`src/rtl/cell_pixel_scan_if.sv`:
```
// Pixel-scan request/stream bundle for cell_pixel_scan.
// master drives requests and pix_ready; slave is the scanner.
interface cell_pixel_scan_if;
  logic       start;
  logic [4:0] cell_x;
  logic [4:0] cell_y;
  logic       pix_ready;
  logic       pix_valid;
  logic [9:0] pix_x;
  logic [9:0] pix_y;
  logic       pix_edge;
  logic       busy;
  logic       done;
  logic       err;

  modport master (
    output start, cell_x, cell_y, pix_ready,
    input  pix_valid, pix_x, pix_y, pix_edge, busy, done, err
  );

  modport slave (
    input  start, cell_x, cell_y, pix_ready,
    output pix_valid, pix_x, pix_y, pix_edge, busy, done, err
  );
endinterface

```
`src/rtl/cell_pixel_scan.sv`:
```
// Raster-scans the CELL x CELL pixels of one grid cell over a valid/ready stream.
// Define CELL_BORDER_EN to flag border pixels on pix_edge; otherwise pix_edge is tied low.
module cell_pixel_scan #(
  parameter int unsigned CELL    = 20,
  parameter int unsigned MAX_IDX = 19
) (
  input logic          clk,
  input logic          rst_n,
  cell_pixel_scan_if.slave bus
);

  localparam int unsigned OW = $clog2(CELL);
  localparam logic [OW-1:0] Last = OW'(CELL - 1);
  localparam logic [9:0] CellV = 10'(CELL);

  typedef enum logic [1:0] {StIdle, StScan, StDone} state_e;

  state_e        state_q;
  logic [9:0]    base_x_q, base_y_q;
  logic [OW-1:0] off_x_q, off_y_q;
  logic          valid_q, busy_q, done_q, err_q;
  logic [9:0]    pix_x_q, pix_y_q;

  logic [9:0]    start_bx, start_by;
  logic          in_range;
  logic [OW-1:0] nx, ny;
  logic          last_beat;

  // Constant multiply by CELL as a sum of shifted copies of the index.
  function automatic logic [9:0] times_cell(input logic [4:0] i);
    logic [9:0] acc;
    acc = '0;
    for (int k = 0; k < 10; k++) begin
      if (CellV[k]) acc = acc + ({5'b0, i} << k);
    end
    return acc;
  endfunction

`ifdef CELL_BORDER_EN
  logic edge_q;

  function automatic logic on_border(input logic [OW-1:0] ox, input logic [OW-1:0] oy);
    return (ox == '0) || (ox == Last) || (oy == '0) || (oy == Last);
  endfunction

  assign bus.pix_edge = edge_q;
`else
  assign bus.pix_edge = 1'b0;
`endif

  always_comb begin
    start_bx  = times_cell(bus.cell_x);
    start_by  = times_cell(bus.cell_y);
    in_range  = (bus.cell_x <= 5'(MAX_IDX)) && (bus.cell_y <= 5'(MAX_IDX));
    nx        = (off_x_q == Last) ? '0 : off_x_q + 1'b1;
    ny        = (off_x_q == Last) ? off_y_q + 1'b1 : off_y_q;
    last_beat = (off_x_q == Last) && (off_y_q == Last);
  end

  always_ff @(posedge clk or negedge rst_n) begin
    if (!rst_n) begin
      state_q  <= StIdle;
      base_x_q <= '0;
      base_y_q <= '0;
      off_x_q  <= '0;
      off_y_q  <= '0;
      valid_q  <= 1'b0;
      busy_q   <= 1'b0;
      done_q   <= 1'b0;
      err_q    <= 1'b0;
      pix_x_q  <= '0;
      pix_y_q  <= '0;
`ifdef CELL_BORDER_EN
      edge_q   <= 1'b0;
`endif
    end else begin
      done_q <= 1'b0;
      err_q  <= 1'b0;
      unique case (state_q)
        StIdle: begin
          if (bus.start) begin
            if (in_range) begin
              base_x_q <= start_bx;
              base_y_q <= start_by;
              off_x_q  <= '0;
              off_y_q  <= '0;
              pix_x_q  <= start_bx;
              pix_y_q  <= start_by;
              valid_q  <= 1'b1;
              busy_q   <= 1'b1;
              state_q  <= StScan;
`ifdef CELL_BORDER_EN
              edge_q   <= 1'b1;
`endif
            end else begin
              err_q <= 1'b1;
            end
          end
        end
        StScan: begin
          if (valid_q && bus.pix_ready) begin
            if (last_beat) begin
              valid_q <= 1'b0;
              pix_x_q <= '0;
              pix_y_q <= '0;
              done_q  <= 1'b1;
              state_q <= StDone;
`ifdef CELL_BORDER_EN
              edge_q  <= 1'b0;
`endif
            end else begin
              off_x_q <= nx;
              off_y_q <= ny;
              pix_x_q <= base_x_q + 10'(nx);
              pix_y_q <= base_y_q + 10'(ny);
`ifdef CELL_BORDER_EN
              edge_q  <= on_border(nx, ny);
`endif
            end
          end
        end
        StDone: begin
          busy_q  <= 1'b0;
          state_q <= StIdle;
        end
        default: state_q <= StIdle;
      endcase
    end
  end

  assign bus.pix_valid = valid_q;
  assign bus.pix_x     = pix_x_q;
  assign bus.pix_y     = pix_y_q;
  assign bus.busy      = busy_q;
  assign bus.done      = done_q;
  assign bus.err       = err_q;

endmodule

```
`src/flat_wrapper.sv`:
```
// flat-port wrapper written by rule: the top's interface ports become plain ports
module cell_pixel_scan_flat 
#(
  parameter int unsigned CELL    = 20,
  parameter int unsigned MAX_IDX = 19
)
  (clk, rst_n, bus_start, bus_cell_x, bus_cell_y, bus_pix_ready, bus_pix_valid, bus_pix_x, bus_pix_y, bus_pix_edge, bus_busy, bus_done, bus_err);
  cell_pixel_scan_if bus_i ();
  input logic clk;
  input logic rst_n;
  input wire logic [$bits(bus_i.start)-1:0] bus_start;
  input wire logic [$bits(bus_i.cell_x)-1:0] bus_cell_x;
  input wire logic [$bits(bus_i.cell_y)-1:0] bus_cell_y;
  input wire logic [$bits(bus_i.pix_ready)-1:0] bus_pix_ready;
  output wire logic [$bits(bus_i.pix_valid)-1:0] bus_pix_valid;
  output wire logic [$bits(bus_i.pix_x)-1:0] bus_pix_x;
  output wire logic [$bits(bus_i.pix_y)-1:0] bus_pix_y;
  output wire logic [$bits(bus_i.pix_edge)-1:0] bus_pix_edge;
  output wire logic [$bits(bus_i.busy)-1:0] bus_busy;
  output wire logic [$bits(bus_i.done)-1:0] bus_done;
  output wire logic [$bits(bus_i.err)-1:0] bus_err;
  assign bus_i.start = bus_start;
  assign bus_i.cell_x = bus_cell_x;
  assign bus_i.cell_y = bus_cell_y;
  assign bus_i.pix_ready = bus_pix_ready;
  assign bus_pix_valid = bus_i.pix_valid;
  assign bus_pix_x = bus_i.pix_x;
  assign bus_pix_y = bus_i.pix_y;
  assign bus_pix_edge = bus_i.pix_edge;
  assign bus_busy = bus_i.busy;
  assign bus_done = bus_i.done;
  assign bus_err = bus_i.err;
  cell_pixel_scan #(.CELL(CELL), .MAX_IDX(MAX_IDX)) u_core (.clk(clk), .rst_n(rst_n), .bus(bus_i));
endmodule
```
`config.mk`:
```
export PLATFORM = sky130hd
export DESIGN_NAME = cell_pixel_scan_flat
export DESIGN_NICKNAME = d
export VERILOG_FILES = /design/src/rtl/cell_pixel_scan_if.sv /design/src/rtl/cell_pixel_scan.sv /design/src/flat_wrapper.sv
export SDC_FILE = /design/constraint.sdc
export NUM_CORES = 1
export LEC_CHECK = 0
export ABC_AREA = 1
export BUFFER_PORTS_ARGS = -buffer_cell sky130_fd_sc_hd__buf_4
export CORE_ASPECT_RATIO = 1.1
export CORE_MARGIN = 2
export CORE_UTILIZATION = 41
export CTS_CLUSTER_DIAMETER = 120
export CTS_CLUSTER_SIZE = 24
export DETAILED_ROUTE_END_ITERATION = 16
export GPL_ROUTABILITY_DRIVEN = 0
export PLACE_DENSITY = 0.59
export SYNTH_ARGS = -nofsm -noshare
export SYNTH_HDL_FRONTEND = slang
export SYNTH_SLANG_ARGS = --single-unit
```
`constraint.sdc`:
```
create_clock -name clk -period 2.75 [get_ports clk]
set_input_delay 0.55 -clock clk [delete_from_list [all_inputs] [get_ports clk]]
set_output_delay 0.55 -clock clk [all_outputs]
set_load 0.02 [all_outputs]
```
==> flow_summary.json, run 1 <==
{
  "status": "completed",
  "synth-simple-area-share": 0.352,
  "setup_viol": 0,
  "synth_edf_count": 0,
  "yosysWarnings": 0,
  "syn_area_per_cell_um2": 7.27,
  "setup_slack_ps": 232,
  "yosys.cell_count.top_type": "nand2_1",
  "die_x_um": 87.4,
  "p_leak_nw": 2.01,
  "drt_iter0_drc": 109,
  "ys_types": 32,
  "clockBufferDepth": 2,
  "grt_pass1_vias": 2636,
  "synth_seq_cells": 52,
  "synthTopCellsByCount": "nand2_1 (177), dfrtp_1 (52), inv_1 (51)",
  "fin_crit_sh": 0.916,
  "first_pass_iters": 5,
  "htree_levels": 2,
  "clock.fmax_mhz": 397,
  "synth_top_area_share": 0.415,
  "rrSetupSlack_ps": 230,
  "rows": 33,
  "synth_xor_area_frac": 0.0195,
  "power_mw": 3.12,
  "yosysSeqAreaShare": 0.415,
  "p_int_mw": 1.75,
  "vias": 2779,
  "ir_drop_mv": 0.510,
  "post_cts_buffers": 0,
  "pwr-share-comb": 0.464,
  "via_per_inst": 4.97,
  "rr_worst_depth": 18,
  "synthCells": 432,
  "synthAdderAreaFrac": 0.0813,
  "synth_top_family_by_area": "simple AND/OR/NAND/NOR gates",
  "r2r-start": "u_core.off_x_q[0]",
  "synthFlopType": "dfrtp_1",
  "muxShareOfSynthArea": 0,
  "path_cells": "ha_2 > nand3_1 > nor2_2 > nand2_1 > xor2_1 > ha_1 > inv_1 > fa_1 > inv_1 > nand2_1 > nand2_1 > nand3_1 > nand2_1 > nand2_1 > nand2_1 > nand2_1 > nand2_1 > nand2_1",
  "power_density_mw_per_mm2": 864,
  "grt_max_degree": 53,
  "start_kind": "flip-flop",
  "die-area_mm2": 0.00837,
  "antenna_found_initial": 0,
  "slowest_stage": "dfrtp_1",
  "pwr-share-seq": 0.381,
  "grt_setup_unrepaired": "false",
  "skew_ps": 6.11,
  "dpl.hpwl_um": 5300,
  "synth_top_cell_by_area": "dfrtp_1",
  "avgRoutedWirePerCell_um": 13.1,
  "clk_pin_slew_ps": 90,
  "cp_data_required_time_ps": 2960,
  "grt_pass1_wl_um": 12600,
  "drv_cap": 0,
  "end_kind": "flip-flop",
  "nets": 504,
  "ios": 39,
  "ant_nets": 0,
  "design.core.area_mm2": 0.00743,
  "synth_async_sr_flop_share": 1.00,
  "fin_tns_setup_ps": 0,
  "drive_above_1_share": 0.140,
  "whs_ps": 267,
  "drt-total-wl_um": 7310,
  "clkLatencyLatePin_ps": 310,
  "clockPowerShare": 0.156,
  "period_needed_ps": 2520,
  "synth-compound-area-share": 0.0474,
  "hold_violations": 0,
  "cts_buffers": 5,
  "max_slew_margin": 0.545,
  "r2r_end": "u_core.bus.pix_y[8]",
  "cts_tree": "done",
  "tightestPinTransition_ps": 683,
  "placed_area_mm2": 0.00351,
  "die_height_um": 95.8,
  "grt_overflow": 0,
  "netlist_top_cells_area": "dfrtp_1 (41%), nand2_1 (21%), nand3_1 (6.9%), inv_1 (6.1%), ha_1 (5.6%)",
  "slew_violations": 0,
  "fin_area_mm2": 0.00360,
  "switchingPower_mw": 1.37,
  "crit_top_cell": "nand2_1",
  "worstSetupPathType": "flip-flop to flip-flop",
  "start_util": 0.422,
  "switching_share": 0.440,
  "syn_to_final_growth_pct": 14.8,
  "portBuffers": 37,
  "clock-sinks": 52,
  "postCtsHoldBufs": 0,
  "antenna_cells": 0,
  "clk_root_buffer_cell": "clkbuf_8",
  "gr-usage-all-layers": 0.195,
  "critPathMaxStageDelay_ps": 400,
  "cp_max_fo": 5,
  "drcViolationCount": 0,
  "hp-class": "input port to async pin",
  "dpl_worst_slack_ps": 223,
  "crit_arrival_ps": 2720,
  "syn_area_mm2": 0.00314,
  "synth_fp_nets": 464
}
## cells by family after synthesis
logic type,count (synthesis)
AOI/OAI and AO/OA,28
xor gates and xnor gates,7
adders and majority gates,18
buffers and inverters,64
DFF,52
other,1
and+or+nand+nor,262
## cell usage in the layout (no fill, tap or decap)
| cell type | count |
|---|---|
| nor4_1 | 1 |
| nor2_4 | 1 |
| nand3b_1 | 1 |
| a21o_1 | 2 |
| inv_4 | 1 |
| buf_4 | 41 |
| nand2_1 | 177 |
| xor2_1 | 5 |
| inv_2 | 4 |
| or2_2 | 3 |
| dfrtp_1 | 52 |
| o21ai_2 | 1 |
| ha_2 | 1 |
| xnor2_1 | 2 |
| nand3_1 | 43 |
| nand4_2 | 1 |
| nor2_1 | 19 |
| inv_1 | 51 |
| nand4_1 | 4 |
| nor2_2 | 2 |
| a21oi_1 | 2 |
| nand2_4 | 1 |
| nand2_2 | 3 |
| clkbuf_8 | 7 |
| conb_1 | 1 |
| ha_1 | 13 |
| and2_1 | 1 |
| nor3_1 | 5 |
| o21ai_0 | 18 |
| fa_1 | 4 |
| o21ai_1 | 5 |
## worst max path at each step
stage / from / endpoint / slack (ps) / depth (start not counted)
2_1_floorplan: u_core.off_x_q[0] / u_core.bus.pix_y[8] / 350 / 18
3_3_place_gp: u_core.off_x_q[0] / u_core.bus.pix_y[8] / 260 / 18
3_5_place_dp: u_core.off_x_q[0] / u_core.bus.pix_y[8] / 220 / 18
4_1_cts: u_core.off_x_q[0] / u_core.bus.pix_y[8] / 200 / 18
5_1_grt: u_core.off_x_q[0] / u_core.bus.pix_y[6] / 6 / 17
6_report: u_core.off_x_q[0] / u_core.bus.pix_y[8] / 230 / 18
## through the flow
stage               cells  utilization
detailed placement    552        0.472
global route          559        0.485
floorplan             432            -
CTS                   559        0.485
finish                559        0.485
global placement      552        0.472
## power by group through the flow
stage / clock network [mW] / registers (mW) / logic (mW)
final: 0.484 / 1.19 / 1.45
after global routing: 0.526 / 1.22 / 1.67
after CTS: 0.499 / 1.19 / 1.47
after detailed placement: 0 / 1.20 / 1.47
after global placement: 0 / 1.19 / 1.45
after floorplan: 0 / 1.30 / 0.893
## what timing repair did
action | CTS | global route
gates resized for setup | 0 | 1
hold endpoints to repair | 0 | 0
endpoints found under the setup margin | 0 | 3
## state kept, by name, indices dropped and copies added (netlist names), 2 cells and up
register,flops
u_core.state_q,2
u_core.off_x_q,5
u_core.bus.pix_y,10
u_core.bus.pix_x,10
u_core.base_y_q,8
u_core.off_y_q,5
u_core.base_x_q,8
## critical path: cells and delay by family (launching register included)
| kind | cells | cell delay (ps) |
|---|---|---|
| XOR/XNOR | 1 | 180 |
| adder cells (fa/ha/maj) | 3 | 880 |
| buffers and inverters | 2 | 140 |
| flip-flops | 1 | 400 |
| AND/OR/NAND/NOR | 12 | 830 |
## per-layer routing
layer | part of all wire | global-route usage | wire length [um] | vias up
met2 | 0.44 | 0.296 | 3220 | 62
met3 | 0.051 | 0.0317 | 375 | 7
met4 | 0.011 | 0.0538 | 83 | 0
met1 | 0.50 | 0.287 | 3630 | 1281
met5 | 0 | 0 | 0 | -
li1 | - | - | - | 1429
## area by class of cell
type | count | area [um2]
well taps | 87 | 109
multi-input cells | 316 | 1580
repair buffers | 41 | 308
fillers | 761 | 3830
inverters | 56 | 213
clock buffers | 7 | 96.3
flip-flops and latches | 52 | 1300
No activity file was read; power rests on OpenSTA's default activity.
==> inputs of run 2 (changes only) <==
--- a/config.mk
+++ b/config.mk
@@ -15,6 +15,7 @@
 export DETAILED_ROUTE_END_ITERATION = 16
 export GPL_ROUTABILITY_DRIVEN = 0
 export PLACE_DENSITY = 0.59
+export REMOVE_ABC_BUFFERS = 1
 export SYNTH_ARGS = -nofsm -noshare
 export SYNTH_HDL_FRONTEND = slang
 export SYNTH_SLANG_ARGS = --single-unit
==> run 2 against run 1 <==
  * Die area unchanged
  * Flip-flop and latch count stayed put
  * Combinational power is essentially flat
  * Count of clock-buffer cells in the layout shrank 1
  * Fmax is 0.98% lower
  * Power increased by 2.1%
  * Critical endpoint unchanged
  * Largest cell class unchanged
==> flow_summary.json, run 2 (synthesis results as in run 1) <==
{
  "syn_to_final_growth_pct": 15.3,
  "via_per_inst": 4.91,
  "dpl.hpwl_um": 5300,
  "drt-total-wl_um": 7460,
  "wl_met3_um": 316,
  "drv_cap": 0,
  "setup_viol": 0,
  "htree_levels": 2,
  "whs_ps": 259,
  "cp_max_fo": 5,
  "end_kind": "flip-flop",
  "cts_buffers": 5,
  "hold_violations": 0,
  "multi_input_comb_area_mm2": 0.00159,
  "final_core_util": 0.487,
  "cp_top_family": "simple AND/OR/NAND/NOR gates",
  "clk_pin_slew_ps": 100,
  "portBuffers": 37,
  "met2_length_um": 3450,
  "fin_crit_sh": 0.925,
  "area.sequential_mm2": 0.00130,
  "avgRoutedWirePerCell_um": 13.3,
  "clk_root_buffer_cell": "clkbuf_8",
  "antenna_cells": 0,
  "clkLatencyLatePin_ps": 310,
  "clock-sinks": 52,
  "fin_tns_setup_ps": 0,
  "clock.fmax_mhz": 393,
  "antenna_found_initial": 0,
  "critPathMaxStageDelay_ps": 410,
  "period_needed_ps": 2540,
  "ir_drop_mv": 0.558,
  "drive_above_1_share": 0.142,
  "ios": 39,
  "fillCellCount": 783,
  "cp_data_required_time_ps": 2960,
  "start_kind": "flip-flop",
  "skew_ps": 3.84,
  "r2r-start": "u_core.off_x_q[0]",
  "postCtsHoldBufs": 0,
  "max_slew_margin": 0.545,
  "gr-usage-all-layers": 0.197,
  "die_x_um": 87.4,
  "cts_tree": "done",
  "drcViolationCount": 0,
  "start_util": 0.422,
  "drt_iter0_drc": 117,
  "worstSetupPathType": "flip-flop to flip-flop",
  "critPathLaunch": "u_core.off_x_q[0]",
  "slew_violations": 0,
  "topRoutingLayerUsed": "met4",
  "clockBufferDepth": 2,
  "crit_arrival_ps": 2750,
  "final_common_cell": "nand2_1",
  "first_pass_iters": 4,
  "wl_met1_um": 3630,
  "grt_setup_unrepaired": "false",
  "crit_top_cell": "nand2_1",
  "grt_pass1_vias": 2675,
  "status": "completed",
  "hp-class": "input port to async pin",
  "rows": 33,
  "slowest_stage": "dfrtp_1",
  "path_cells": "ha_2 > nand3_1 > nor2_2 > nand2_1 > xor2_2 > ha_2 > inv_1 > fa_1 > inv_1 > nand2_1 > nand2_1 > nand3_1 > nand2_1 > nand2_1 > nand2_1 > nand2_1 > nand2_1 > nand2_1",
  "final_cell_mix": "nand2_1 (177), dfrtp_1 (52), inv_1 (51)",
  "power_mw": 3.18,
  "grt_pass1_wl_um": 12700,
  "ant_nets": 0,
  "tightestPinTransition_ps": 682,
  "nets": 503,
  "power_density_mw_per_mm2": 879,
  "die-area_mm2": 0.00837,
  "die_height_um": 95.8,
  "grt_max_degree": 53,
  "design.core.area_mm2": 0.00743,
  "p_leak_nw": 2.01,
  "worst-path-buf-inv": 2,
  "vias": 2742,
  "grt_overflow": 0
}
## run 2: stage by stage
step           std cells  cell area (um2)  setup WS [ps]
4_1_cts              559             3610            161
3_3_place_gp         551             3500            265
6_report             559             3620            207
5_1_grt              559             3620           13.6
3_5_place_dp         551             3500            212
2_1_floorplan        424             3090            351
## run 2: layer usage
| layer | up-vias | GRT usage |
|---|---|---|
| met2 | 54 | 0.313 |
| li1 | 1416 | - |
| met4 | 0 | 0.0538 |
| met1 | 1268 | 0.279 |
| met3 | 4 | 0.0317 |
| met5 | - | 0 |
## run 2: repair_timing
action,in CTS,in global routing
endpoints found under the setup margin,0,3
endpoints found under the hold margin,0,0
setup buffers,0,0
gates resized for setup,0,3
## run 2: area by class of cell
cell class              count  area share
multi-input cells         316       0.439
clock buffers               6      0.0201
clock inverters             2     0.00968
well taps                  87      0.0301
repair buffers             40      0.0830
inverters                  56      0.0588
flip-flops and latches     52       0.360
## run 2: path summary, 6_finish.rpt
path	to	cells after the start	slack (ps)
worst max-delay path	u_core.bus.pix_y[8]	18	210
worst min-delay path	u_core.bus.pix_y[9]	1	260
worst max register to register	u_core.bus.pix_y[8]	18	210
worst min register to register	u_core.bus.pix_y[1]	2	490
max in group asynchronous	u_core.bus.pix_x[5]	1	2030
min in group clk	u_core.base_x_q[2]	3	460
## run 2: worst register-to-register path, delay by kind of cell (launching register included)
family | cells | cell delay (ps)
adder cells (fa/ha/maj) | 3 | 860
buffers and inverters | 2 | 130
XOR/XNOR | 1 | 170
AND/OR/NAND/NOR | 12 | 860
flip-flops | 1 | 410
## run 2: power by group
| part | switching (mW) | total, mW | internal (mW) | leakage [nW] |
|---|---|---|---|---|
| registers | 0.170 | 1.18 | 1.01 | 0.663 |
| clock network | 0.268 | 0.538 | 0.271 | 0.0552 |
| logic | 0.952 | 1.46 | 0.506 | 1.30 |
